**config.mk**
```make
export PLATFORM = sky130hd
export DESIGN_NAME = pdm_array
export DESIGN_NICKNAME = d
export VERILOG_FILES = /design/src/rtl/pdm_array.sv
export SDC_FILE = /design/constraint.sdc
export NUM_CORES = 1
export LEC_CHECK = 0
export ABC_AREA = 1
export BUFFER_PORTS_ARGS = -buffer_cell sky130_fd_sc_hd__buf_2
export CELL_PAD_IN_SITES_DETAIL_PLACEMENT = 0
export CELL_PAD_IN_SITES_GLOBAL_PLACEMENT = 2
export CORE_MARGIN = 3
export CORE_UTILIZATION = 25
export CTS_CLUSTER_DIAMETER = 30
export CTS_CLUSTER_SIZE = 30
export DETAILED_ROUTE_END_ITERATION = 6
export PLACE_DENSITY = 0.72
export SETUP_SLACK_MARGIN = 0.05
export SLEW_MARGIN = 0
export SYNTH_ARGS = -nofsm -noshare
export SYNTH_HDL_FRONTEND = slang
export SYNTH_SLANG_ARGS = --single-unit
export TNS_END_PERCENT = 10
```
**constraint.sdc**
```tcl
create_clock -name clk -period 1.5 [get_ports clk]
set_input_delay 0.15 -clock clk [delete_from_list [all_inputs] [get_ports clk]]
set_output_delay 0.15 -clock clk [all_outputs]
set_load 0.1 [all_outputs]
```
**src/rtl/pdm_array.sv**
```systemverilog
// pdm_array: NCH-channel pulse-density modulator fed from a one-deep pending sample buffer.
// Latency: an accepted sample becomes active on the next tick and first shapes dout one tick later.
// Backpressure: din_ready drops while a sample is pending and reopens combinationally in the tick cycle.
// Optional build macro: PDM_ARRAY_ORDER2_EN selects a second-order error-feedback modulator per channel.
module pdm_array #(
    parameter int NBITS    = 16,
    parameter int NCH      = 4,
    parameter int DIV_BITS = 8
) (
    input  logic                  clk,
    input  logic                  rst,
    input  logic [DIV_BITS-1:0]   div,
    input  logic [NCH-1:0]        ch_en,
    input  logic [NCH*NBITS-1:0]  din,
    input  logic                  din_valid,
    output logic                  din_ready,
    output logic [NCH-1:0]        dout,
    output logic                  tick,
    output logic                  underrun
);

    logic [DIV_BITS-1:0]  cnt;
    logic [NCH*NBITS-1:0] pending;
    logic [NCH*NBITS-1:0] active;
    logic                 pend_full;
    logic                 accept;

    // div is compared live; a div below cnt lets the counter run to all-ones and wrap
    assign tick      = !rst && (cnt == div);
    assign din_ready = !rst && (!pend_full || tick);
    assign accept    = din_valid && din_ready;
    assign underrun  = tick && !pend_full;

    // Tick divider: counts 0..div, wraps to 0 on the tick cycle
    always_ff @(posedge clk) begin
        if (rst) begin
            cnt <= '0;
        end else if (tick) begin
            cnt <= '0;
        end else begin
            cnt <= cnt + 1'b1;
        end
    end

    // Pending buffer and active sample; a same-edge accept keeps the buffer full with new data
    always_ff @(posedge clk) begin
        if (rst) begin
            pending   <= '0;
            pend_full <= 1'b0;
            active    <= '0;
        end else begin
            if (accept) begin
                pending <= din;
            end
            if (accept) begin
                pend_full <= 1'b1;
            end else if (tick) begin
                pend_full <= 1'b0;
            end
            if (tick && pend_full) begin
                active <= pending;
            end
        end
    end

`ifdef PDM_ARRAY_ORDER2_EN
    localparam int IW = NBITS + 4;
    localparam int WW = NBITS + 6;
    localparam logic signed [IW-1:0] IMAX = {4'b0111, {NBITS{1'b1}}};
    localparam logic signed [IW-1:0] IMIN = {4'b1000, {(NBITS-1){1'b0}}, 1'b1};

    // Clamp a wide integrator sum back to +/-(2^(NBITS+3)-1)
    function automatic logic signed [IW-1:0] sat_i(input logic signed [WW-1:0] v);
        if (v > WW'(IMAX)) begin
            return IMAX;
        end else if (v < WW'(IMIN)) begin
            return IMIN;
        end else begin
            return v[IW-1:0];
        end
    endfunction
`endif

    for (genvar c = 0; c < NCH; c++) begin : g_ch
        logic [NBITS-1:0] x;
        logic             d;
        assign x       = active[c*NBITS +: NBITS];
        assign dout[c] = d;

`ifdef PDM_ARRAY_ORDER2_EN
        logic signed [IW-1:0] i1, i2, i1_n, i2_n;
        logic signed [WW-1:0] fb, s1, s2;

        // Two integrators with feedback of the previous output bit
        always_comb begin
            fb = '0;
            if (d) begin
                fb[NBITS] = 1'b1;
            end
            s1   = WW'(i1) + $signed(WW'({1'b0, x})) - fb;
            i1_n = sat_i(s1);
            s2   = WW'(i2) + WW'(i1_n) - fb;
            i2_n = sat_i(s2);
        end

        // Step on tick; a disabled channel is held cleared every cycle
        always_ff @(posedge clk) begin
            if (rst || !ch_en[c]) begin
                i1 <= '0;
                i2 <= '0;
                d  <= 1'b0;
            end else if (tick) begin
                i1 <= i1_n;
                i2 <= i2_n;
                d  <= !i2_n[IW-1];
            end
        end
`else
        logic [NBITS-1:0] acc;
        logic [NBITS:0]   sum;
        assign sum = {1'b0, acc} + {1'b0, x};

        // First-order accumulator: carry out is the PDM bit; disabled channel is held cleared
        always_ff @(posedge clk) begin
            if (rst || !ch_en[c]) begin
                acc <= '0;
                d   <= 1'b0;
            end else if (tick) begin
                acc <= sum[NBITS-1:0];
                d   <= sum[NBITS];
            end
        end
`endif
    end

endmodule

```
-- Word-level counts from Yosys, hierarchy flattened
Cells that the tools add are included.
- bits in registers: 205
- input bits: 79
- output and inout bits: 7
- logic and storage cells: 38
- $add $sub $neg: 5
- equal/unequal tests: 1
- muxes and demuxes: 2
- reduce and logical (&&, ||, !) cells: 18
- operator list (operator ; count):
    $add 16x16->17 ; 4
    $add 8x1->8 const B ; 1
    $eq 8x8->1 ; 1
    $logic_not 1->1 ; 6
    $logic_and 1x1->1 ; 5
    $logic_or 1x1->1 ; 5
    $mux 1 ; 2
    $reduce_bool 2->1 ; 1
    $reduce_or 2->1 ; 1

-- Depth between registers and ports, before layout
- depth in word-level cells: 6
- gate-level depth with buffers: 12
- depth with buffers taken out: 12

-- Worst setup path before layout
OpenSTA, ideal clock, no wires.
- path type: register to output
- from: reg cnt[4]
- to: out underrun
- arrival time: 2.363 ns
- required time: 1.350 ns
- setup slack: -1.013 ns
- cell stages (with the launch flop): 8
- path buffers: 2
- cell sequence: dfxtp_1 buf_2 xnor2_1 nand2_1 nor2_2 nand3_2 clkbuf_1 nor2_1
- word-level cells in the longest chain between the ends: 3
- ends and longest elaborated chain (what ; line ; RTL):
    from (decl) ; 22 ; logic [DIV_BITS-1:0] cnt;
    from (signal assigned) ; 41 ; cnt <= cnt + 1'b1;
    $eq 8x8->1 ; 29 ; assign tick = !rst && (cnt == div);
    $logic_and 1x1->1 ; 29 ;
    $logic_and 1x1->1 ; 32 ; assign underrun = tick && !pend_full;
    to (decl) ; 19 ; output logic underrun
No other way between the ends.

-- Final worst setup path
- from: reg cnt[5]
- to: out tick
- word-level cells in the longest chain between the ends: 2
- ends and longest elaborated chain (what ; line ; RTL):
    $eq 8x8->1 ; 29 ;
    $logic_and 1x1->1 ; 29 ;
    to (decl) ; 18 ; output logic tick,
No other way between the ends.

==> results.md <==
* # H-tree levels at 2
* Routed wl met3 at 1390 um
* Wire length on met1 at 17,500 um
* Post-synth EDFFs at 0
* Post-Syn Area at ~11,000 um^2
* Worst Path Class, Setup: reg2out
* Slew margin rel. at between 60% and 70%
* Cell Int Power at between 15 and 20 mW
* Final Skew at approximately 0.040 ns
* CP startpoint kind: flop
* Final Critical Period at 2.04 ns
* Switching Fraction at between 20% and 30%
* CTS Buffer Depth at 3
* Net Sw Power at around 4.4 mW
* Min-Delay Path Class: in2reg
* CP Data Required Time at approximately 1.4 ns
* Slew Viols, Final at 0
* Ys Warns at 0
* Total number of vias at 11,500
* CP endpoint kind: output pin
* VDD IR max at about 0.78 mV
* TritonRoute pass-1 iters at 4
* Vias per inst at approximately 4.3
* Root Buffer: clkbuf_16
* Max Clk Rate at roughly 500 MHz
* Syn-to-layout area delta at 54.4%
* CTS Sinks at 205
* Hold path cells at 6
* CTS tree: done
* Initial Utilization at about a quarter
* Failing checks: setup timing
* Crit path buf inv count at 4
* Post-layout instance area at roughly 18,000 um^2
* Iter 0 DRT Violations at roughly 400
* Delay-heaviest family, CP: buffers and inverters
* # IOs at between 80 and 90
* Pleak at between 8 and 9 nW
* Most frequent cell on the critical path: nand2_2
* Actual slew at the worst max-slew pin at slightly above 0.5 ns
* Endpoints failing hold at 0
* Reg power frac at ~29%
* Vias in the first global route at around 12,000
* Max Cap Viol at 0
* FILL cells at roughly 4,600
* I/O Buffers at 85
* Post-DP HPWL at between 20,000 and 25,000 um
* Die area at 48,200 um^2
* Final setup TNS at -60.63 ns
* RSZ-0062 raised after global routing: true
* Final Non-Filler Cells at 2,691
* Seq/Total Area, Yosys at roughly 36%
* First-pass GRT wire length at about 59,000 um
* PwrDens at around 1100 nW/um^2
* Cts bufs inserted at between 50 and 60
* Residual DRC at 0
* Commonest non-fill, non-tap cells in the layout: 558 x nand2_1, 230 x inv_1, 186 x dfxtp_1
* Die Height at 219 um
* Clock transition at the registers of the reported paths at around 0.04 ns
* Tcrit/Tclk final at 136%
* Num rows at slightly below 80
* Mapped Nets at around 1,900
* Combinational share of power at 4.7%
* Setup WS post-layout at -0.542 ns
* Worst-Skew Late Latency at around 0.6 ns
* Most common flop cell mapped by yosys: dfxtp_1
* CP max-delay cell: dfxtp_2
* Setup violations, final at ~190
* Worst Path Arrival at 1.89 ns
* DR WL/cell at about 14 um
* Initial antenna violation count at 3
* Routability cong. at roughly 0.8
* Aggregate global routing overflow at 0
* Critical Path Max Stage Delay at ~0.32 ns
* Final WL at between 30,000 and 40,000 um
* Top Metal Used: met4
* Worst Path Max Fanout at 7
* Largest net degree at the start of global routing at just under 50
* All-Layer GR Usage at about 15%
* Post-synth ARST share at 0%
* Clock power frac at between 60% and 70%
* Critical path cell sequence: inv_2, nand2_1, nand2_2, nand2_2, nor2_4, nand3_4, inv_4, buf_8, buf_12
* Post-layout net count at roughly 2,200
* Met2 wire len at ~17,000 um
* Share of post-route cells with drive strength above 1 at 25.0%
* Synth Instances at about 1,700
* Worst path depth at 9
* Dpl cell area at between 10,000 and 15,000 um^2
* Die W at ~220 um
* CORE AREA at roughly 45,000 um^2
* Netlist cell types at 28
* Cells on worst reg2reg path at 15
* Status: complete, but fails checks
* Dpl cells at 2,484
* Syn Area/Cell at 6.52 um^2
* Count of state elements after synthesis at 205
* Commonest non-fill, non-tap cell in the layout: nand2_1
* Antenna viol nets, final at 0
-- sequential cells by signal, indices dropped and copies added, names as in the netlist --
signal,flops
cnt,8
pend_full,1
pending,64
active,64
g_ch.d,4
g_ch.acc,64
-- synthesized netlist by cell type, types with 3 or more instances --
cell      number  share of area, %
o31ai_1        4              0.26
nand3_1      118               5.2
inv_2          3             0.099
xor2_1        11              0.85
nor2_1       152               5.0
clkbuf_1      27              0.89
inv_1        231               7.6
dfxtp_1      205                36
buf_2         19              0.83
ha_1          65               7.1
buf_6          9              0.89
xnor2_1       21               1.6
buf_4         15              0.99
nand4_1        6              0.33
a21oi_1       92               4.0
or2_2          4              0.22
nor3_1        17              0.75
o21ai_0       56               2.5
nand3b_1      14              0.92
o21ai_1       63               2.8
nand2_1      604                20
fa_1           4              0.70
-- kinds of logic after synthesis --
logic type               share of synthesized area [%]
buffers and inverters                             11.3
AND/OR/NAND/NOR                                   32.8
adder cells (fa/ha/maj)                           7.84
AO/OA/AOI/OAI                                     9.61
flip-flops                                        36.0
XOR/XNOR                                          2.46
-- worst reg2reg max path, delay by kind of cell, from the launching register on --
family          cells  cell delay [ns]
buf+inv             7             0.86
flops               1             0.32
simple gates        7             0.67
compound gates      1             0.06
-- path summary, 6_finish.rpt --
kind / startpoint / endpoint / slack (ns)
max reg2reg: cnt[5]$_SDFF_PP0_ / active[16]$_SDFFE_PP0P_ / -0.50
min reg2reg: pending[51]$_SDFFE_PP0P_ / active[51]$_SDFFE_PP0P_ / 0.42
min: ch_en[1] / g_ch[1].acc[15]$_SDFFE_PP0P_ / 0.05
max: cnt[5]$_SDFF_PP0_ / tick / -0.54
-- metrics by stage --
step                      utilization [%]  power (mW)  hold WS [ns]  setup slack [ns]
after global placement               29.9        6.48         0.375            -0.310
final                                39.4        19.8        0.0468            -0.542
after CTS                            38.1        20.0        0.0211            -0.611
after global routing                 39.4        20.5        0.0681            -0.667
after detailed placement             29.9        6.49         0.377            -0.333
after floorplan                         -        6.16         0.288            -0.180
-- area by class of cell --
| cell class | count | area, um^2 | share of cell area (%) |
|---|---|---|---|
| inverters | 234 | 893 | 5.08 |
| flip-flops and latches | 205 | 4130 | 23.5 |
| diodes | 3 | 7.51 | 0.0427 |
| multi-input cells | 1239 | 6820 | 38.8 |
| well taps | 592 | 741 | 4.21 |
| clock inverters | 37 | 527 | 2.99 |
| repair buffers | 311 | 2900 | 16.5 |
| clock buffers | 70 | 1580 | 8.97 |
-- power groups by stage --
stage,Clock [mW],Combinational [mW],Sequential [mW]
global placement,0,0.716,5.77
global route,13.7,1.03,5.69
detailed placement,0,0.719,5.77
floorplan,0,0.402,5.75
CTS,13.4,0.924,5.67
finish,13.2,0.927,5.68
-- what timing repair did --
| item | 4_1_cts | 5_1_grt |
|---|---|---|
| buffers inserted | 14 | 3 |
| gates resized for setup | 134 | 110 |
| hold endpoints to repair | 70 | 0 |
| cloned | 9 | 6 |
| endpoints found under the setup margin | 203 | 208 |
| pin swaps | 26 | 17 |
| hold buffers | 67 | 0 |
-- layer usage --
| layer | up-vias | track usage [%] |
|---|---|---|
| met1 | 5195 | 19.5 |
| met3 | 68 | 3.49 |
| met5 | - | 0 |
| met4 | 0 | 4.82 |
| met2 | 153 | 25.2 |
| li1 | 6110 | - |
Note: power is estimated with default switching activity, not from simulation.
